$ cat src/rtl/holo_pkg.sv
// Shared types and defaults for the phase frame scheduling path.
// Command codes are the bytes the FT host sends ahead of each transaction.
package holo_pkg;

    typedef logic [7:0] phase_t;

    typedef enum logic [7:0] {
        CMD_PHASES  = 8'h01,
        CMD_ENABLE  = 8'h02,
        CMD_DISABLE = 8'h03,
        CMD_CLR_ERR = 8'h04
    } cmd_e;

    typedef enum logic [1:0] {
        IDLE    = 2'd0,
        LOAD    = 2'd1,
        PENDING = 2'd2
    } sched_state_e;

    localparam int PERIOD_CYCLES_DEFAULT = 1250;
    localparam int NUM_CHANNELS_DEFAULT  = 4;

endpackage

$ cat src/rtl/sync_edge_detect.sv
// Two-flop synchroniser for an asynchronous level, followed by a rising-edge
// pulse. The pulse comes from the third (detection) register.
module sync_edge_detect (
    input  logic sys_clk,
    input  logic rst_n,
    input  logic async_in,
    output logic rise
);

    logic meta_q;
    logic sync_q;
    logic prev_q;

    always_ff @(posedge sys_clk or negedge rst_n) begin
        if (!rst_n) begin
            meta_q <= 1'b0;
            sync_q <= 1'b0;
            prev_q <= 1'b0;
        end else begin
            meta_q <= async_in;
            sync_q <= meta_q;
            prev_q <= sync_q;
        end
    end

    assign rise = sync_q & ~prev_q;

endmodule

$ cat src/rtl/phase_frame_scheduler.sv
// Double-buffers phase frames from the FT receiver and commits them to the
// channel drivers only on emission-period boundaries (wrap or slave sync).
//
//   state   | meaning
//   --------+------------------------------------------------------------
//   IDLE    | waiting for a command byte
//   LOAD    | collecting NUM_CHANNELS phase bytes into the shadow buffer
//   PENDING | full frame in shadow, waiting for the next commit event
module phase_frame_scheduler
    import holo_pkg::*;
#(
    parameter int NUM_CHANNELS  = NUM_CHANNELS_DEFAULT,
    parameter int PERIOD_CYCLES = PERIOD_CYCLES_DEFAULT,
    parameter int SYNC_MASTER   = 1
) (
    input  logic                      sys_clk,
    input  logic                      rst_n,
    input  logic [7:0]                rx_data,
    input  logic                      rx_valid,
    output logic                      rx_ready,
    input  logic                      sync_in,
    output logic                      sync_out,
    output logic [8*NUM_CHANNELS-1:0] phases_out,
    output logic                      out_enable,
    output logic                      period_start,
    output logic                      frame_error
);

    localparam int CW = (PERIOD_CYCLES > 1) ? $clog2(PERIOD_CYCLES) : 1;
    localparam int IW = (NUM_CHANNELS > 1) ? $clog2(NUM_CHANNELS) : 1;
    localparam logic [CW-1:0] CNT_LAST = CW'(PERIOD_CYCLES - 1);
    localparam logic [IW-1:0] IDX_LAST = IW'(NUM_CHANNELS - 1);

    sched_state_e  state_q;
    sched_state_e  state_d;
    logic [CW-1:0] cnt_q;
    logic [IW-1:0] idx_q;
    phase_t        shadow_q [NUM_CHANNELS];
    logic          sync_rise;
    logic          wrap;
    logic          commit_evt;
    logic          accept;

    sync_edge_detect u_sync_edge_detect (
        .sys_clk  (sys_clk),
        .rst_n    (rst_n),
        .async_in (sync_in),
        .rise     (sync_rise)
    );

    // A wrap and a sync edge in the same cycle collapse into one event.
    assign wrap       = (cnt_q == CNT_LAST);
    assign commit_evt = wrap || ((SYNC_MASTER == 0) && sync_rise);

    always_ff @(posedge sys_clk or negedge rst_n) begin
        if (!rst_n) begin
            cnt_q        <= '0;
            period_start <= 1'b0;
        end else begin
            cnt_q        <= commit_evt ? '0 : cnt_q + 1'b1;
            period_start <= commit_evt;
        end
    end

    assign sync_out = (SYNC_MASTER != 0) ? period_start : 1'b0;

    assign rx_ready = (state_q != PENDING);
    assign accept   = rx_valid && rx_ready;

    always_ff @(posedge sys_clk or negedge rst_n) begin
        if (!rst_n) begin
            state_q <= IDLE;
        end else begin
            state_q <= state_d;
        end
    end

    always_comb begin
        state_d = state_q;
        case (state_q)
            IDLE: begin
                if (accept && (rx_data == CMD_PHASES)) begin
                    state_d = LOAD;
                end
            end
            LOAD: begin
                if (accept && (idx_q == IDX_LAST)) begin
                    state_d = PENDING;
                end
            end
            PENDING: begin
                if (commit_evt) begin
                    state_d = IDLE;
                end
            end
            default: state_d = IDLE;
        endcase
    end

    // A byte finishing the frame on a commit cycle lands in LOAD, so that
    // event is missed and the frame waits for the following one.
    always_ff @(posedge sys_clk or negedge rst_n) begin
        if (!rst_n) begin
            idx_q       <= '0;
            phases_out  <= '0;
            out_enable  <= 1'b0;
            frame_error <= 1'b0;
            for (int i = 0; i < NUM_CHANNELS; i++) begin
                shadow_q[i] <= '0;
            end
        end else begin
            if (accept) begin
                case (state_q)
                    IDLE: begin
                        case (rx_data)
                            CMD_PHASES:  idx_q       <= '0;
                            CMD_ENABLE:  out_enable  <= 1'b1;
                            CMD_DISABLE: out_enable  <= 1'b0;
                            CMD_CLR_ERR: frame_error <= 1'b0;
                            default:     frame_error <= 1'b1;
                        endcase
                    end
                    LOAD: begin
                        shadow_q[idx_q] <= rx_data;
                        idx_q           <= idx_q + 1'b1;
                    end
                    default: begin
                    end
                endcase
            end
            if ((state_q == PENDING) && commit_evt) begin
                for (int i = 0; i < NUM_CHANNELS; i++) begin
                    phases_out[8*i +: 8] <= shadow_q[i];
                end
            end
        end
    end

endmodule
$ cat config.mk
export PLATFORM = sky130hd
export DESIGN_NAME = phase_frame_scheduler
export DESIGN_NICKNAME = d
export VERILOG_FILES = /design/src/rtl/holo_pkg.sv /design/src/rtl/sync_edge_detect.sv /design/src/rtl/phase_frame_scheduler.sv
export SDC_FILE = /design/constraint.sdc
export NUM_CORES = 1
export LEC_CHECK = 0
export BUFFER_PORTS_ARGS = -buffer_cell sky130_fd_sc_hd__buf_2
export CAP_MARGIN = 10
export CORE_UTILIZATION = 61
export CTS_CLUSTER_DIAMETER = 40
export DETAILED_ROUTE_END_ITERATION = 8
export PLACE_DENSITY = 0.85
export SYNTH_ARGS = -nofsm -noshare
export SYNTH_HDL_FRONTEND = slang
export SYNTH_SLANG_ARGS = --single-unit
$ cat constraint.sdc
create_clock -name sys_clk -period 5.1 [get_ports sys_clk]
set_input_delay 0.255 -clock sys_clk [delete_from_list [all_inputs] [get_ports sys_clk]]
set_output_delay 0.255 -clock sys_clk [all_outputs]
set_load 0.05 [all_outputs]
==> impl_results.md, run 1 <==
- Post-Syn Area per Cell: 15.3 um2
- Clk_lat worst skew: 0.35 ns
- Area grow syn2layout: 15.7%
- Final hold vios: 0
- GP Congestion: 0.781
- Vias in the first global route: 2022
- Placed insts: 334
- Clock Sinks: 82
- RSZ-0062 raised after global routing: false
- VDD IR-drop max: 0.241 mV
- CTS Buf Count: 9
- Post-Syn Area: 0.00343 mm2
- Leak: 0.00222 uW
- Fin crit period: 2.56 ns
- Antenna cells: 0
- Relative slew slack: 0.345
- Initial core utilization: 0.651
- Layout fillers: 340
- Clock-pin slew on the worst setup and hold paths: 0.08 ns
- Initial antenna violation count: 0
- Crit path max fanout: 32
- Final #Nets: 293
- Post-synthesis sequential area ratio: 0.598
- Num rows: 26
- Max Transition Viols Final: 0
- Startpoint Class: flip-flop
- Final Non-Filler Cells: 350
- Setup TNS: 0 ns
- Internal: 1040 uW
- Hpwl dp: 4150 um
- Root buffer cell: clkbuf_8
- Die X-Extent: 77.0 um
- First-pass GRT wire length: 10400 um
- Share of layout cells above drive strength 1: 0.468
- Peak Freq: 391 MHz
- Post-synth top flop: dfrtp_1
- Post-Syn Instances: 224
- CTS tree: done
- Drt first pass iters: 4
- Skew final: 0.00782 ns
- Final wirelength: 6270 um
- CP arrival: 2.80 ns
- #FFs+latches synth: 82
- Gate power share: 0.024
- Worst path max stage delay: 0.70 ns
- PD cells: 327 mW/mm2
- Core area: 0.00527 mm2
- YS warnings: 0
- Outcome: completed
- I/O Buffers: 47
- CP max-delay cell: nand4b_4
- Tightest Hold Check Type: in2async
- Detail Route Antenna Nets: 0
- DR vias: 1972
- I/O pins: 49
- CTS resizes: 0
- CP Class: reg2reg
- Sw Ratio: 0.195
- Library cells used by synthesis: 34
- Vias per cell: 5.63
- Die ar.: 0.00593 mm2
- Final clock period utilization by the worst path: 0.502
- Crit-path cells: or3_4, nor4_4, nand4b_4, mux2_4
- First DRT Iteration DRCs: 87
- Wire length per cell: 17.9 um
- Syn Nets: 242
- Final setup viols: 0
- Grt total ovfl: 0
- CP Data Required Time: 5.34 ns
- Post-synth EDFFs: 0
- Psw: 253 uW
- Core Util, Final: 0.753
- Maxcap violations: 0
- Post-CTS Setup Bufs: 0
- Endpoint class of the critical path: flip-flop
- Share of power burned in registers: 0.502
- FFs w/ async S/R, synth: 1.00
- Slew @ Worst Pin: 0.982 ns
- # hold bufs at CTS: 0
- Clk pwr share: 0.473
- # DRC: 0
- Largest net degree at the start of global routing: 83
- Max H-tree Level: 3
- CTS max path bufs: 2
- GRT Resource Usage Total: 0.242
- Die H: 77.0 um
synthesized netlist by cell type, drive strengths merged (2+ instances only):
master  count  area, um2
dfrtp      82       2050
buf         4       41.3
nor2b       2       12.5
a31oi       3       18.8
xnor2       6       52.6
nand2b      2       12.5
nor4        2       27.5
mux2       65        845
inv         6       22.5
nand3       6       30.0
clkbuf      3       11.3
nand2       9       33.8
and2        2       12.5
nor2        8       30.0
nor3        2       10.0
o21ai       3       15.0
ha          6       75.1
registers in the layout, summed over array words and instances (netlist names):
name and count:
cnt_q 11, state_q 2, frame_error 1, period_start 1
out_enable 1, phases_out 32, shadow_q 32, idx_q 2
power by group through the flow:
| stage | combinational, uW | sequential (uW) | clock [uW] |
|---|---|---|---|
| global route | 35.1 | 652 | 645 |
| finish | 31.3 | 652 | 614 |
| CTS | 32.3 | 652 | 620 |
| detailed placement | 32.2 | 665 | 0 |
| floorplan | 3.20 | 670 | 0 |
| global placement | 31.6 | 665 | 0 |
per-layer routing:
metal  share of wire  GRT usage
met3           0.035     0.0524
met5               0          0
met2            0.47      0.378
met4           0.038      0.166
met1            0.45      0.305
final cells by class:
type | count | area [um2] | share of cell area
Clock buffer | 11 | 141 | 0.0356
Timing Repair Buffer | 47 | 238 | 0.0599
Multi-Input combinational cell | 129 | 1300 | 0.328
Clock inverter | 5 | 125 | 0.0315
Tap cell | 70 | 87.6 | 0.0221
Inverter | 6 | 22.5 | 0.00567
Sequential cell | 82 | 2050 | 0.517
cell families after synthesis:
kind of cell / synth area share
compound gates: 0.0277
xor+xnor: 0.0153
fa+ha+maj: 0.0219
buf+inv: 0.0219
flops: 0.598
mux: 0.249
simple gates: 0.0660
metrics by stage:
step           worst slack (ns)  total power (uW)  instance area (um2)  hold WS [ns]
2_1_floorplan              3.26               673                 3430       -0.0406
3_3_place_gp               2.58               696                 3700         0.481
3_5_place_dp               2.56               697                 3700         0.483
4_1_cts                    2.52              1300                 3970        0.0979
5_1_grt                    2.40              1330                 3970         0.153
6_report                   2.54              1300                 3970        0.0584
layout by cell type (no fill, tap or decap), types with 4 or more instances in the layout:
master / instances
mux2_2: 35
ha_1: 6
nand2_1: 9
nand3_1: 6
buf_2: 46
nor2_1: 8
clkbuf_8: 10
mux2_4: 30
xnor2_1: 6
bufinv_16: 4
inv_1: 6
dfrtp_1: 82
critical path, delay by kind of cell (launching register included):
| family | cells | cell delay [ns] |
|---|---|---|
| and+or+nand+nor | 3 | 1.42 |
| muxes | 1 | 0.56 |
| DFF | 1 | 0.44 |
worst paths after layout:
kind | end | startpoint | depth (start not counted) | slack [ns]
worst min register to register | phases_out[25]$_DFFE_PN0P_ | shadow_q[1]$_DFFE_PN0P_ | 1 | 0.50
min in group sys_clk | out_enable$_DFFE_PN0P_ | rx_data[0] | 2 | 0.20
worst max-delay path | phases_out[13]$_DFFE_PN0P_ | cnt_q[8]$_DFF_PN0_ | 4 | 2.54
worst max register to register | phases_out[13]$_DFFE_PN0P_ | cnt_q[8]$_DFF_PN0_ | 4 | 2.54
worst min-delay path | cnt_q[10]$_DFF_PN0_ | rst_n | 1 | 0.06
max in group asynchronous | shadow_q[10]$_DFFE_PN0P_ | rst_n | 1 | 4.42
Power figures use the tool's default switching activity.
==> run 2, diff against run 1 <==
--- a/config.mk
+++ b/config.mk
@@ -7,10 +7,10 @@
 export LEC_CHECK = 0
 export BUFFER_PORTS_ARGS = -buffer_cell sky130_fd_sc_hd__buf_2
 export CAP_MARGIN = 10
-export CORE_UTILIZATION = 61
+export CORE_UTILIZATION = 51
 export CTS_CLUSTER_DIAMETER = 40
 export DETAILED_ROUTE_END_ITERATION = 8
-export PLACE_DENSITY = 0.85
+export PLACE_DENSITY = 0.76
 export SYNTH_ARGS = -nofsm -noshare
 export SYNTH_HDL_FRONTEND = slang
 export SYNTH_SLANG_ARGS = --single-unit
==> constraint.sdc (replaced) <==
create_clock -name sys_clk -period 2.3 [get_ports sys_clk]
set_input_delay 0.115 -clock sys_clk [delete_from_list [all_inputs] [get_ports sys_clk]]
set_output_delay 0.115 -clock sys_clk [all_outputs]
set_load 0.05 [all_outputs]
==> impl_results.md, run 2 (synthesis gave the netlist of run 1 again) <==
- Largest net degree at the start of global routing: 51 (-39%)
- CP Class: reg2reg
- Grt total ovfl: 0 (unchanged)
- # DRC: 11 (+11)
- Final Non-Filler Cells: 361 (+3.1%)
- CTS max path bufs: 2 (unchanged)
- Area grow syn2layout: 16.2%
- Hpwl dp: 4050 um (-2.5%)
- Leak: 0.00223 uW (about the same)
- R2R cell count: 5 (+1)
- Final #Nets: 297 (+1.4%)
- Die ar.: 0.00706 mm2 (+19%)
- Core area: 0.00642 mm2 (+22%)
- Most common cell after layout, fill and taps aside: dfrtp_1
- Root buffer cell: clkbuf_8
- Outcome: finished, violations left
- Initial antenna violation count: 0 (unchanged)
- I/O Buffers: 47 (unchanged)
- Slew @ Worst Pin: 0.631 ns (-0.351 ns)
- CTS tree: done
- Initial core utilization: 0.534 (-0.117)
- Setup TNS: 0 ns (unchanged)
- Endpoint class of the critical path: flip-flop
- Max Transition Viols Final: 0 (unchanged)
- CP Data Required Time: 2.54 ns (-2.80 ns)
- Maxcap violations: 0 (unchanged)
- Hold path depth: 2
- Relative slew slack: 0.580 (+0.234)
- Die H: 84.0 um (+9.1%)
- Antenna cells: 0 (unchanged)
- Clock-pin slew on the worst setup and hold paths: 0.08 ns (about the same)
- Clock Sinks: 82 (unchanged)
- Final clock period utilization by the worst path: 0.874 (+0.373)
- CTS Buf Count: 9 (unchanged)
- Final setup viols: 0 (unchanged)
- PD cells: 672 mW/mm2 (+110%)
- Die X-Extent: 84.0 um (+9.1%)
- Biggest regs: phases_out x32, shadow_q x32, cnt_q x11
- Worst hold margin: 0.0622 ns (+0.00382 ns)
- Vias in the first global route: 2039 (+0.84%)
- Clk_lat worst skew: 0.35 ns (about the same)
- CP max-delay cell: dfrtp_1
- Worst path max stage delay: 0.44 ns (-0.26 ns)
- CP arrival: 2.25 ns (-0.55 ns)
- Fin crit period: 2.01 ns (-0.548 ns)
- First DRT Iteration DRCs: 64 (-26%)
- RSZ-0062 raised after global routing: false
- Tightest Hold Check Type: in2reg
- Vias per cell: 5.35 (-5.0%)
- Drt first pass iters: 6 (+2)
- VDD IR-drop max: 0.470 mV (+95%)
- Share of layout cells above drive strength 1: 0.475 (+0.00749)
- Wire length per cell: 16.2 um (-9.4%)
- DR vias: 1933 (-2.0%)
- Num rows: 29 (+12%)
- Power consumption: 2680 uW (+110%)
- Placed insts: 344 (+3.0%)
- GP Congestion: 0.755 (-3.3%)
- Final hold vios: 0 (unchanged)
- First-pass GRT wire length: 10200 um (-2.4%)
- Violated checks: DRC
- I/O pins: 49 (unchanged)
- GRT Resource Usage Total: 0.193 (-0.0495)
- Most frequent cells in the layout: dfrtp_1, buf_2, mux2_2
- Crit path max fanout: 18 (-44%)
- Crit-path cells: or3_4, nor4_4, nand4b_4, buf_4, mux2_4
- Max H-tree Level: 3 (unchanged)
- Skew final: 0.00807 ns (+0.000242 ns)
- Peak Freq: 497 MHz (+27%)
- Detail Route Antenna Nets: 0 (unchanged)
- Startpoint Class: flip-flop
- Final wirelength: 5860 um (-6.6%)
run 2: path summary, 6_finish.rpt:
check                                         start                    endpoint  slack [ns]
worst max-delay path             cnt_q[8]$_DFF_PN0_  phases_out[26]$_DFFE_PN0P_        0.29
worst min-delay path                     rx_data[6]    shadow_q[14]$_DFFE_PN0P_        0.06
worst min register to register  cnt_q[10]$_DFF_PN0_         cnt_q[10]$_DFF_PN0_        0.49
worst max register to register   cnt_q[8]$_DFF_PN0_  phases_out[26]$_DFFE_PN0P_        0.29
max in group asynchronous                     rst_n        idx_q[0]$_DFFE_PN0P_        1.37
min in group asynchronous                     rst_n   phases_out[8]$_DFFE_PN0P_        0.32
run 2: critical path: cells and delay by family, from the launching register on:
family / cells / cell delay [ns]
and+or+nand+nor: 3 / 0.87
buffers and inverters: 1 / 0.25
muxes: 1 / 0.33
DFF: 1 / 0.44
run 2: power by group:
part	leakage, uW	internal [uW]	switching [uW]
registers	0.00112	1440	2.17
clock network	0.000112	642	516
logic	0.000993	18.1	56.9
run 2: what timing repair did:
action / 4_1_cts / 5_1_grt
setup endpoints to repair: 0 / 0
hold buffers: 1 / 0
endpoints found under the hold margin: 49 / 0
setup buffers: 0 / 0
gates resized for setup: 0 / 0
run 2: metrics by stage:
step / utilization / worst slack, ns / instance area (um2)
4_1_cts: 0.620 / 0.289 / 3990
3_3_place_gp: 0.583 / 0.326 / 3750
6_report: 0.620 / 0.289 / 3990
3_5_place_dp: 0.583 / 0.308 / 3750
5_1_grt: 0.620 / 0.217 / 3990
2_1_floorplan: - / 0.461 / 3430
run 2: layout make-up:
class	count	area [um2]
clock buffer	10	138
clock inverter	6	90.1
fill	489	2440
inverter	6	22.5
multi-input combinational	129	1300
sequential	82	2050
tap	77	96.3
timing repair buffer	51	283
run 2: routing by layer:
| layer | vias to the layer above | part of all wire | global-route usage |
|---|---|---|---|
| met3 | 6 | 0.045 | 0.0663 |
| li1 | 899 | - | - |
| met4 | 0 | 0.013 | 0.0878 |
| met2 | 45 | 0.47 | 0.297 |
| met1 | 983 | 0.47 | 0.247 |
| met5 | - | 0 | 0 |
==> run 3, diff against run 2 <==
--- a/config.mk
+++ b/config.mk
@@ -7,9 +7,11 @@
 export LEC_CHECK = 0
 export BUFFER_PORTS_ARGS = -buffer_cell sky130_fd_sc_hd__buf_2
 export CAP_MARGIN = 10
+export CORE_MARGIN = 8
 export CORE_UTILIZATION = 51
 export CTS_CLUSTER_DIAMETER = 40
 export DETAILED_ROUTE_END_ITERATION = 8
+export MAX_ROUTING_LAYER = met4
 export PLACE_DENSITY = 0.76
 export SYNTH_ARGS = -nofsm -noshare
 export SYNTH_HDL_FRONTEND = slang
==> impl_results.md, run 3 (synthesis gave the netlist of run 1 again) <==
- Outcome: completed
- Most common cell after layout, fill and taps aside: dfrtp_1
- Grt total ovfl: 0 (unchanged)
- CP Class: reg2reg
- Vias in the first global route: 2060 (+1.0%)
- Maxcap violations: 0 (unchanged)
- Fin crit period: 2.07 ns (+0.0615 ns)
- Biggest regs: phases_out x32, shadow_q x32, cnt_q x11
- PD cells: 635 mW/mm2 (-5.5%)
- Skew final: 0.00741 ns (-0.000652 ns)
- Setup TNS: 0 ns (unchanged)
- CTS Buf Count: 9 (unchanged)
- Slew @ Worst Pin: 0.654 ns (+0.0235 ns)
- Final #Nets: 297 (unchanged)
- Final wirelength: 6260 um (+6.9%)
- DR vias: 1905 (-1.4%)
- CTS tree: done
- Crit path max fanout: 24 (+6)
- Die ar.: 0.00961 mm2 (+36%)
- Die X-Extent: 98.0 um (+17%)
- Crit Reg-Reg Startpoint: cnt_q[8]$_DFF_PN0_
- R2R cell count: 5 (unchanged)
- Crit-path cells: or3_4, nor4_4, nand4b_4, buf_4, mux2_4
- GRT Resource Usage Total: 0.145 (-0.0477)
- Post-Place Worst Slack: 0.229 ns (-0.0792 ns)
- Largest net degree at the start of global routing: 50 (-2.0%)
- Vias per cell: 5.23 (-2.3%)
- Hold path depth: 2 (unchanged)
- Max Transition Viols Final: 0 (unchanged)
- Area grow syn2layout: 14.8%
- Worst path max stage delay: 0.44 ns (about the same)
- Detail Route Antenna Nets: 0 (unchanged)
- CP Data Required Time: 2.53 ns (about the same)
- CTS max path bufs: 2 (unchanged)
- GP Congestion: 0.740 (-2.1%)
- Hold_sp: rx_data[7]
- Max H-tree Level: 3 (unchanged)
- Clock Sinks: 82 (unchanged)
- First-pass GRT wire length: 10700 um (+4.9%)
- Num rows: 30 (+3.4%)
- First DRT Iteration DRCs: 68 (+6.3%)
- I/O Buffers: 47 (unchanged)
- Die H: 98.0 um (+17%)
- Leak: 0.00220 uW (-0.95%)
- Endpoint class of the critical path: flip-flop
- Buf/Inv on CP: 1 (unchanged)
- Final hold vios: 0 (unchanged)
- VDD IR-drop max: 0.357 mV (-24%)
- CP max-delay cell: dfrtp_1
- Clock-pin slew on the worst setup and hold paths: 0.08 ns (about the same)
- CTS resizes: 0 (unchanged)
- Final worst setup slack: 0.227 ns (-0.0615 ns)
- Hpwl dp: 4340 um (+7.3%)
- Drt first pass iters: 4 (-2)
- CP top delay family: simple AND/OR/NAND/NOR gates
- Hold Path End: shadow_q[15]$_DFFE_PN0P_
- Initial antenna violation count: 0 (unchanged)
- Reg2reg end: phases_out[8]$_DFFE_PN0P_
- Initial core utilization: 0.516 (-0.0178)
- R2r setup slk: 0.23 ns (-0.06 ns)
- Layout fillers: 522 (+6.7%)
- Startpoint Class: flip-flop
- Most frequent cells in the layout: dfrtp_1, buf_2, mux2_2
- Peak Freq: 482 MHz (-3.0%)
- Tightest Hold Check Type: in2reg
- CP arrival: 2.30 ns (+0.05 ns)
- Core area: 0.00664 mm2 (+3.4%)
- I/O pins: 49 (unchanged)
- Relative slew slack: 0.564 (-0.0156)
- # DRC: 0 (-11)
- Share of layout cells above drive strength 1: 0.461 (-0.0141)
- Antenna cells: 0 (unchanged)
- Root buffer cell: clkbuf_8
- Final clock period utilization by the worst path: 0.901 (+0.0267)
- Final setup viols: 0 (unchanged)
- Clk_lat worst skew: 0.34 ns (about the same)
- RSZ-0062 raised after global routing: false
- Wire length per cell: 17.2 um (+6.0%)
run 3: worst max path at each step:
stage / from / end / slack, ns / cells past startpoint
5_1_grt: cnt_q[8]$_DFF_PN0_ / phases_out[17]$_DFFE_PN0P_ / 0.14 / 5
2_1_floorplan: cnt_q[8]$_DFF_PN0_ / phases_out[10]$_DFFE_PN0P_ / 0.46 / 5
4_1_cts: cnt_q[8]$_DFF_PN0_ / phases_out[8]$_DFFE_PN0P_ / 0.21 / 5
3_3_place_gp: cnt_q[8]$_DFF_PN0_ / phases_out[31]$_DFFE_PN0P_ / 0.25 / 5
6_report: cnt_q[8]$_DFF_PN0_ / phases_out[8]$_DFFE_PN0P_ / 0.23 / 5
3_5_place_dp: cnt_q[8]$_DFF_PN0_ / phases_out[22]$_DFFE_PN0P_ / 0.23 / 5
run 3: layer usage:
layer | track usage | part of all wire | routed length (um)
met1 | 0.176 | 0.47 | 2970
met4 | 0.0803 | 0.025 | 159
met2 | 0.217 | 0.46 | 2870
met5 | - | 0 | 0
met3 | 0.0370 | 0.042 | 266
run 3: worst register-to-register path, stage by stage, from the launching register on:
cell	delay (ns)
dfrtp_1	0.44
or3_4	0.41
nor4_4	0.32
nand4b_4	0.14
buf_4	0.29
mux2_4	0.36
run 3: through the flow:
step                      hold WS, ns  power, uW  instances  cell area [um2]  utilization
after floorplan                -0.181       1490        224             3430            -
after global placement          0.174       1550        347             3750        0.565
after detailed placement        0.181       1550        347             3750        0.565
after CTS                      0.0564       2530        364             3940        0.593
after global routing           0.0684       2590        364             3940        0.593
final                          0.0684       2500        364             3940        0.593
run 3: layout make-up:
class | count | area [um2] | area share
sequential | 82 | 2050 | 0.521
clock inverter | 3 | 40.0 | 0.0102
timing repair buffer | 51 | 283 | 0.0718
multi-input combinational | 129 | 1300 | 0.331
tap | 80 | 100 | 0.0254
inverter | 6 | 22.5 | 0.00572
clock buffer | 13 | 139 | 0.0352
run 3: report_power, final:
group | switching, uW | total [uW] | internal (uW)
clock network | 480 | 981 | 501
registers | 2.39 | 1450 | 1440
logic | 58.5 | 76.6 | 18.0
run 3: repair_timing:
action                    CTS  global route
setup buffers               0             0
hold buffers                1             0
hold endpoints to repair   48             0
